File: src/rtl/acc_pkg.sv
// Shared types and default widths for the commanded accumulator
// (run controller and ripple-carry core).
package acc_pkg;

  localparam int ACC_WIDTH = 16;
  localparam int ADD_WIDTH = 1;
  localparam int CNT_WIDTH = 8;

  typedef enum logic [1:0] {
    S_IDLE = 2'd0,
    S_RUN  = 2'd1,
    S_DONE = 2'd2
  } state_e;

endpackage

File: src/rtl/acc_ripple_core.sv
// Accumulator register with a ripple-carry adder.
// carry_out is the carry of the add that en would commit on the next edge.
module acc_ripple_core #(
  parameter int ACC_WIDTH = acc_pkg::ACC_WIDTH,
  parameter int ADD_WIDTH = acc_pkg::ADD_WIDTH
) (
  input  logic                 clk,
  input  logic                 rst,
  input  logic                 en,
  input  logic                 clr,
  input  logic [ADD_WIDTH-1:0] add_value,
  output logic [ACC_WIDTH-1:0] data,
  output logic                 carry_out
);
  import acc_pkg::*;

  function automatic logic [ACC_WIDTH:0] ripple_add(input logic [ACC_WIDTH-1:0] a,
                                                    input logic [ACC_WIDTH-1:0] b);
    logic [ACC_WIDTH-1:0] s;
    logic                 c;
    c = 1'b0;
    for (int i = 0; i < ACC_WIDTH; i++) begin
      s[i] = a[i] ^ b[i] ^ c;
      c    = (a[i] & b[i]) | (c & (a[i] ^ b[i]));
    end
    return {c, s};
  endfunction

  logic [ACC_WIDTH-1:0] data_q, data_d;
  logic [ACC_WIDTH:0]   sum_s;

  assign sum_s     = ripple_add(data_q, ACC_WIDTH'(add_value));
  assign carry_out = sum_s[ACC_WIDTH];
  assign data      = data_q;

  // Next accumulator value: clear has priority over add.
  always_comb begin
    data_d = data_q;
    if (clr) begin
      data_d = '0;
    end else if (en) begin
      data_d = sum_s[ACC_WIDTH-1:0];
    end else begin
      data_d = data_q;
    end
  end

  // Accumulator register.
  always_ff @(posedge clk) begin
    if (rst) begin
      data_q <= '0;
    end else begin
      data_q <= data_d;
    end
  end

endmodule

File: src/rtl/acc_run_ctrl.sv
// Run controller: accepts one {addend, steps, clear} command, drives the
// accumulator core for that many cycles and holds the result until taken.
module acc_run_ctrl #(
  parameter int ACC_WIDTH = acc_pkg::ACC_WIDTH,
  parameter int ADD_WIDTH = acc_pkg::ADD_WIDTH,
  parameter int CNT_WIDTH = acc_pkg::CNT_WIDTH
) (
  input  logic                 clk,
  input  logic                 rst,
  input  logic                 cmd_valid,
  output logic                 cmd_ready,
  input  logic [ADD_WIDTH-1:0] cmd_add,
  input  logic [CNT_WIDTH-1:0] cmd_steps,
  input  logic                 cmd_clear,
  input  logic                 abort,
  output logic                 res_valid,
  input  logic                 res_ready,
  output logic [ACC_WIDTH-1:0] res_data,
  output logic                 res_ovf,
  output logic                 res_aborted,
  output logic                 busy,
  output logic                 acc_msb
);
  import acc_pkg::*;

  localparam logic [CNT_WIDTH-1:0] CNT_ONE = {{(CNT_WIDTH-1){1'b0}}, 1'b1};

  state_e               state_q, state_d;
  logic [CNT_WIDTH-1:0] cnt_q, cnt_d;
  logic [ADD_WIDTH-1:0] addend_q, addend_d;
  logic                 ovf_q, ovf_d;
  logic                 aborted_q, aborted_d;
  logic                 cmd_ready_q, cmd_ready_d;
  logic                 busy_q, busy_d;
  logic                 res_valid_q, res_valid_d;
  logic                 core_en_s, core_clr_s, core_carry_s;
  logic [ACC_WIDTH-1:0] core_data_s;

  acc_ripple_core #(
    .ACC_WIDTH (ACC_WIDTH),
    .ADD_WIDTH (ADD_WIDTH)
  ) u_core (
    .clk       (clk),
    .rst       (rst),
    .en        (core_en_s),
    .clr       (core_clr_s),
    .add_value (addend_q),
    .data      (core_data_s),
    .carry_out (core_carry_s)
  );

  // Next-state, counter, flag and core-control decode; abort beats the final step.
  always_comb begin
    state_d     = state_q;
    cnt_d       = cnt_q;
    addend_d    = addend_q;
    ovf_d       = ovf_q;
    aborted_d   = aborted_q;
    core_en_s   = 1'b0;
    core_clr_s  = 1'b0;
    case (state_q)
      S_IDLE: begin
        if (cmd_valid) begin
          addend_d   = cmd_add;
          cnt_d      = cmd_steps;
          ovf_d      = 1'b0;
          aborted_d  = 1'b0;
          core_clr_s = cmd_clear;
          if (cmd_steps != '0) begin
            state_d = S_RUN;
          end else begin
            state_d = S_DONE;
          end
        end else begin
          state_d = S_IDLE;
        end
      end
      S_RUN: begin
        if (abort) begin
          aborted_d = 1'b1;
          state_d   = S_DONE;
        end else begin
          core_en_s = 1'b1;
          ovf_d     = ovf_q | core_carry_s;
          cnt_d     = cnt_q - CNT_ONE;
          if (cnt_q == CNT_ONE) begin
            state_d = S_DONE;
          end else begin
            state_d = S_RUN;
          end
        end
      end
      S_DONE: begin
        if (res_ready) begin
          state_d = S_IDLE;
        end else begin
          state_d = S_DONE;
        end
      end
      default: begin
        state_d = S_IDLE;
      end
    endcase
    cmd_ready_d = (state_d == S_IDLE);
    busy_d      = (state_d == S_RUN);
    res_valid_d = (state_d == S_DONE);
  end

  // FSM state, run bookkeeping and registered handshake outputs.
  always_ff @(posedge clk) begin
    if (rst) begin
      state_q     <= S_IDLE;
      cnt_q       <= '0;
      addend_q    <= '0;
      ovf_q       <= 1'b0;
      aborted_q   <= 1'b0;
      cmd_ready_q <= 1'b1;
      busy_q      <= 1'b0;
      res_valid_q <= 1'b0;
    end else begin
      state_q     <= state_d;
      cnt_q       <= cnt_d;
      addend_q    <= addend_d;
      ovf_q       <= ovf_d;
      aborted_q   <= aborted_d;
      cmd_ready_q <= cmd_ready_d;
      busy_q      <= busy_d;
      res_valid_q <= res_valid_d;
    end
  end

  assign cmd_ready   = cmd_ready_q;
  assign busy        = busy_q;
  assign res_valid   = res_valid_q;
  assign res_data    = core_data_s;
  assign res_ovf     = ovf_q;
  assign res_aborted = aborted_q;
  assign acc_msb     = core_data_s[ACC_WIDTH-1];

endmodule

File: config.mk
export PLATFORM = sky130hd
export DESIGN_NAME = acc_run_ctrl
export DESIGN_NICKNAME = d
export VERILOG_FILES = /design/src/rtl/acc_pkg.sv /design/src/rtl/acc_ripple_core.sv /design/src/rtl/acc_run_ctrl.sv
export SDC_FILE = /design/constraint.sdc
export NUM_CORES = 1
export LEC_CHECK = 0
export CAP_MARGIN = 20
export CORE_MARGIN = 1.5
export CORE_UTILIZATION = 35
export DETAILED_ROUTE_END_ITERATION = 10
export SLEW_MARGIN = 10
export SYNTH_ARGS = -nofsm -noshare
export SYNTH_HDL_FRONTEND = slang
export SYNTH_SLANG_ARGS = --single-unit
export TNS_END_PERCENT = 1
File: constraint.sdc
create_clock -name clk -period 8.6 [get_ports clk]
set_input_delay 1.29 -clock clk [delete_from_list [all_inputs] [get_ports clk]]
set_output_delay 1.29 -clock clk [all_outputs]
set_load 0.02 [all_outputs]
Word-level counts from Yosys, hierarchy flattened
Index checks and enable logic that the tools add are counted.
{"block": "totals", "regBits": 32, "latch_bits": 0, "ram_bits": 0, "mem_bits_ro": 0, "in_bits": 15, "out_inout_bits": 22, "elab_cells": 77, "memories": 0}
{"block": "classes", "add_sub_neg": 1, "multipliers": 0, "n_div": 0, "n_lt_le_gt_ge": 0, "n_eq_ne": 8, "shifts": 0, "muxes": 18, "bitwise": 33, "reduce_logical": 8}
{"cell": "1-bit bitwise AND", "count": 16}
{"cell": "8-bit two-way mux", "count": 2}
{"cell": "8-bit one-hot mux with 2 select lines", "count": 1}
{"cell": "1-bit bitwise XOR", "count": 16}
{"cell": "2-bit two-way mux", "count": 5}
{"cell": "8-bit by 1-bit == test with 1-bit output (second input constant)", "count": 1}
{"cell": "8-bit nonzero test", "count": 1}
{"cell": "8-bit by 1-bit subtractor with 8-bit output (second input constant)", "count": 1}
{"cell": "1-bit two-way mux", "count": 7}
{"cell": "2-bit != test (second input constant)", "count": 3}
{"cell": "2-bit one-hot mux with 3 select lines", "count": 1}
{"cell": "3-bit AND reduction", "count": 2}
{"cell": "2-bit by 1-bit == test with 1-bit output (second input constant)", "count": 2}
{"cell": "2-bit == test (second input constant)", "count": 2}
{"cell": "2-bit zero test", "count": 2}
{"cell": "1-bit one-hot mux with 2 select lines", "count": 2}
{"cell": "2-bit AND reduction", "count": 1}
{"cell": "2-bit nonzero test", "count": 1}
{"cell": "2-bit OR reduction", "count": 1}
{"cell": "1-bit bitwise OR", "count": 1}

Longest topological paths before layout
{"block": "logic_depth", "word_depth": 19, "depth_mapped": 18}

Cells and area by module
From an unflattened synthesis, not the netlist that was laid out.
{"block": "unflattened", "hier_cells": 176, "area_unflattened_um2": 1690.4}
{"module": "acc_run_ctrl", "instances": 1, "cells_per_inst": 107, "area_per_inst_um2": 908.4, "seq_area_each_um2": 320.3}
{"module": "acc_ripple_core", "instances": 1, "cells_per_inst": 69, "area_per_inst_um2": 782.0, "seq_area_each_um2": 320.3}

Worst setup path before layout
No wires, ideal clock.
{"block": "synth_path", "path_type": "register -> register", "startpoint": "reg u_core.data_q[0] (netlist: u_core.data[0])", "endpoint": "reg u_core.data_q[15] (netlist: u_core.data[15])", "setup_time_ns": 0.116, "t_arrival_ns": 3.340, "t_required_ns": 8.484, "slack_ns": 5.145, "path_stages_with_launch": 19, "n_path_buf": 0, "synth_period_minus_slack_ns": 3.455, "path_cell_list": "dfxtp_1 ha_1 ha_1 ha_1 ha_1 ha_1 ha_1 ha_1 ha_1 ha_1 ha_1 ha_1 ha_1 ha_1 ha_1 ha_1 ha_1 nand2_1 a21oi_1"}
{"block": "synth_via", "elab_chain_cells": 16}
{"item": "start: declaration", "line_no": "acc_ripple_core.sv:29", "source": "logic [ACC_WIDTH-1:0] data_q, data_d;"}
{"item": "start signal: assignment", "line_no": "acc_ripple_core.sv:53", "source": "data_q <= data_d;"}
{"item": "1-bit bitwise AND (15 in a row)", "line_no": "acc_ripple_core.sv:24", "source": "c = (a[i] & b[i]) | (c & (a[i] ^ b[i]));"}
{"item": "1-bit bitwise XOR", "line_no": "acc_ripple_core.sv:23", "source": "s[i] = a[i] ^ b[i] ^ c;"}
{"item": "net u_core.sum_s[15]", "line_no": "acc_ripple_core.sv:30", "source": "logic [ACC_WIDTH:0] sum_s;"}
The timed path passes the listed nets, and every way through them passes these cells.
A chain may end at the register's enable or synchronous reset.

Final worst setup path
Ends and elaborated chain as after synthesis.

==> out/results.tsv <==
metric	value	unit
status	finished clean	
total CTS buffers	5	
Placed Instances	265	
RSZ-0062 raised after global routing	false	
endpoints failing setup	0	
CP top delay family	adder cells	
Layout area overhead	29.1	%
Worst Skew	0.00307	ns
H-tree lvl count	2	
via count of the first global-routing pass	1289	
Mean Syn Cell Area	8.68	um^2
Worst Setup End Kind	register	
cell count after synthesis	186	
row cnt	24	
post-route setup TNS	0	ns
Synth Cell Area	1610	um^2
ratio of cells with drive above 1 in the final layout	6.79	%
latest clock arrival within the worst-skew pair	0.28	ns
CTS tree	built	
CP cell instances	ha_1 > ha_1 > ha_1 > ha_1 > ha_1 > ha_1 > ha_1 > ha_1 > ha_1 > ha_1 > ha_1 > ha_1 > ha_1 > ha_1 > ha_1 > ha_1 > nand2_1 > a21oi_1	
max_cap viols	0	
WP buf/inv	0	
worst setup path category	register to register	
syn nets	219	
slew of the pin with the lowest slew margin	0.993	ns
largest net degree at the start of global routing	17	
Leak Pwr	0.822	nW
Worst Hold Class	register to register	
TritonRoute pass-1 iters	4	
Worst Path Required	8.81	ns
Placeable Area	4380	um^2
final net count	253	
number of max-slew violations in the final report	0	
# diodes	0	
total wire length	3.51	mm
Resize count post-CTS	0	
drt wl/cell	12.9	um
I/O pins	37	
post-CTS setup buffer count	0	
Starting DRT DRC Count	129	
max incr delay on CP	0.33	ns
overall via count from detail_route	1388	
hold_buf cts	0	
Root Driver	clkbuf_8	
Ys Warns	0	
CP dominant cell by count	ha_1	
DR vias/cell	5.08	
CTS Buffer Depth	2	
fin cells	273	
Clock transition at path regs	0.07	ns
CP startpoint kind	register	
die area	5030	um^2
initial antenna violation count	0	
Die W	70.9	um
post-synthesis sequential area ratio	39.7	%
Die H	70.9	um
Hold Vio Cnt, Final	0	
dpl hpwl	2.46	mm
fin crit period	3.57	ns
critical path's slowest cell	dfxtp_1	
crit path max fanout	3	
VDD IR max	79.1	uV
post-synthesis cell type count	38	
RePlAce Congestion	0.773	
pwr dens	162	nW/um^2
Initial Utilization	36.8	%
arrival time at the worst endpoint	3.78	ns
Final Cycle Share	41.5	%
GRT Util Overall	15.0	%
fmax	280	MHz
port bufs	36	
FF+latch count, synth	32	
ANT nets after route	0	
DRC Markers	0	
first-pass GRT wire length	5.94	mm
max_slew headroom	33.5	%
global route overflow	0	
clock sinks	32	
[report_power, final]
part / leakage [nW] / internal [mW] / switching, mW / total, mW
sequential: 0.261 / 0.155 / 0.00770 / 0.163
clock: 0.0510 / 0.0637 / 0.0541 / 0.118
combinational: 0.510 / 0.0251 / 0.0308 / 0.0559
total: 0.822 / 0.244 / 0.0927 / 0.337
[metal layers]
layer  up-vias  routed length [um]  GRT usage (%)
li1        725                   -              -
met4         0                  57           6.29
met2        41                1530           22.3
met3         7                 281           5.98
met5         -                   0              0
met1       615                1640           19.4
[cell type report]
| class | count | area [um^2] |
|---|---|---|
| Inverter | 4 | 15.0 |
| Timing Repair Buffer | 36 | 360 |
| Multi-Input combinational cell | 141 | 910 |
| Fill cell | 428 | 2300 |
| Clock buffer | 6 | 82.6 |
| Tap cell | 52 | 65.1 |
| Clock inverter | 2 | 10.0 |
| Sequential cell | 32 | 641 |
[cells by family after synthesis]
| group | after synthesis | synth area share [%] |
|---|---|---|
| and+or+nand+nor | 69 | 21.2 |
| adders and majority gates | 18 | 14.0 |
| DFF | 32 | 39.7 |
| buffers and inverters | 13 | 3.95 |
| muxes | 1 | 0.620 |
| AOI/OAI and AO/OA | 53 | 20.6 |
[worst min-delay path, stage by stage (launching register included)]
cell	delay, ns
dfxtp_1	0.31
nand2b_1	0.06
a21oi_1	0.05
[registers in the layout, summed over array words and instances (netlist names)]
signal and count:
res_ovf 1, cnt_q 8, res_valid 1, u_core.data 16, addend_q 1, cmd_ready 1
busy 1, res_aborted 1, state_q 2
[synthesized netlist by cell type, drive strengths merged]
| cell | count | area share (%) |
|---|---|---|
| a211oi | 1 | 0.47 |
| and2 | 1 | 0.39 |
| o22ai | 1 | 0.39 |
| a22oi | 1 | 0.47 |
| o211ai | 1 | 0.47 |
| a221oi | 3 | 2.0 |
| o21bai | 1 | 0.47 |
| dfxtp | 32 | 40 |
| a21o | 6 | 2.8 |
| a32oi | 1 | 0.54 |
| a21oi | 26 | 8.8 |
| nor2b | 1 | 0.39 |
| clkbuf | 4 | 1.0 |
| nand4bb | 1 | 0.70 |
| mux2i | 1 | 0.62 |
| ha | 18 | 14 |
| nand2 | 40 | 9.5 |
| inv | 4 | 0.93 |
| nand3 | 2 | 0.62 |
| nor2 | 9 | 2.1 |
| o32ai | 1 | 0.54 |
| nor4 | 3 | 2.1 |
| or3b | 1 | 0.54 |
| nand2b | 4 | 1.6 |
| nor3b | 3 | 1.7 |
| a31oi | 4 | 1.6 |
| or3 | 1 | 0.39 |
| nor3 | 3 | 1.2 |
| o21ai | 7 | 2.2 |
| buf | 5 | 2.0 |
[path summary, 6_finish.rpt]
path                                      from         endpoint  slack (ns)  cells past startpoint
worst max-delay path            u_core.data[0]  u_core.data[15]        5.03                     18
worst min-delay path               res_aborted      res_aborted        0.47                      2
worst max register to register  u_core.data[0]  u_core.data[15]        5.03                     18
worst min register to register     res_aborted      res_aborted        0.47                      2
[metrics by stage]
step           cell area [um^2]  power, mW  utilization, %  hold WS (ns)  worst slack (ns)
6_report                   2080      0.337            47.5         0.471              5.03
5_1_grt                    2080      0.356            47.5         0.497              4.83
4_1_cts                    2080      0.343            47.5         0.472              4.99
3_5_place_dp               1990      0.222            45.4         0.461              5.05
3_3_place_gp               1990      0.223            45.4         0.464              5.08
2_1_floorplan              1610      0.204               -         0.456              5.14
[placed cells by master, fill, tap and decap left out, drive strengths merged, types with 4 or more instances in the layout]
master         synthesis  final
nor2                   9      9
clkdlybuf4s50          0     36
ha                    18     18
dfxtp                 32     32
clkbuf                 4      6
a21oi                 26     26
nand2                 40     40
a31oi                  4      4
a21o                   6      6
nand2b                 4      4
o21ai                  7      7
inv                    4      4
No activity file was read; power rests on OpenSTA's default activity.
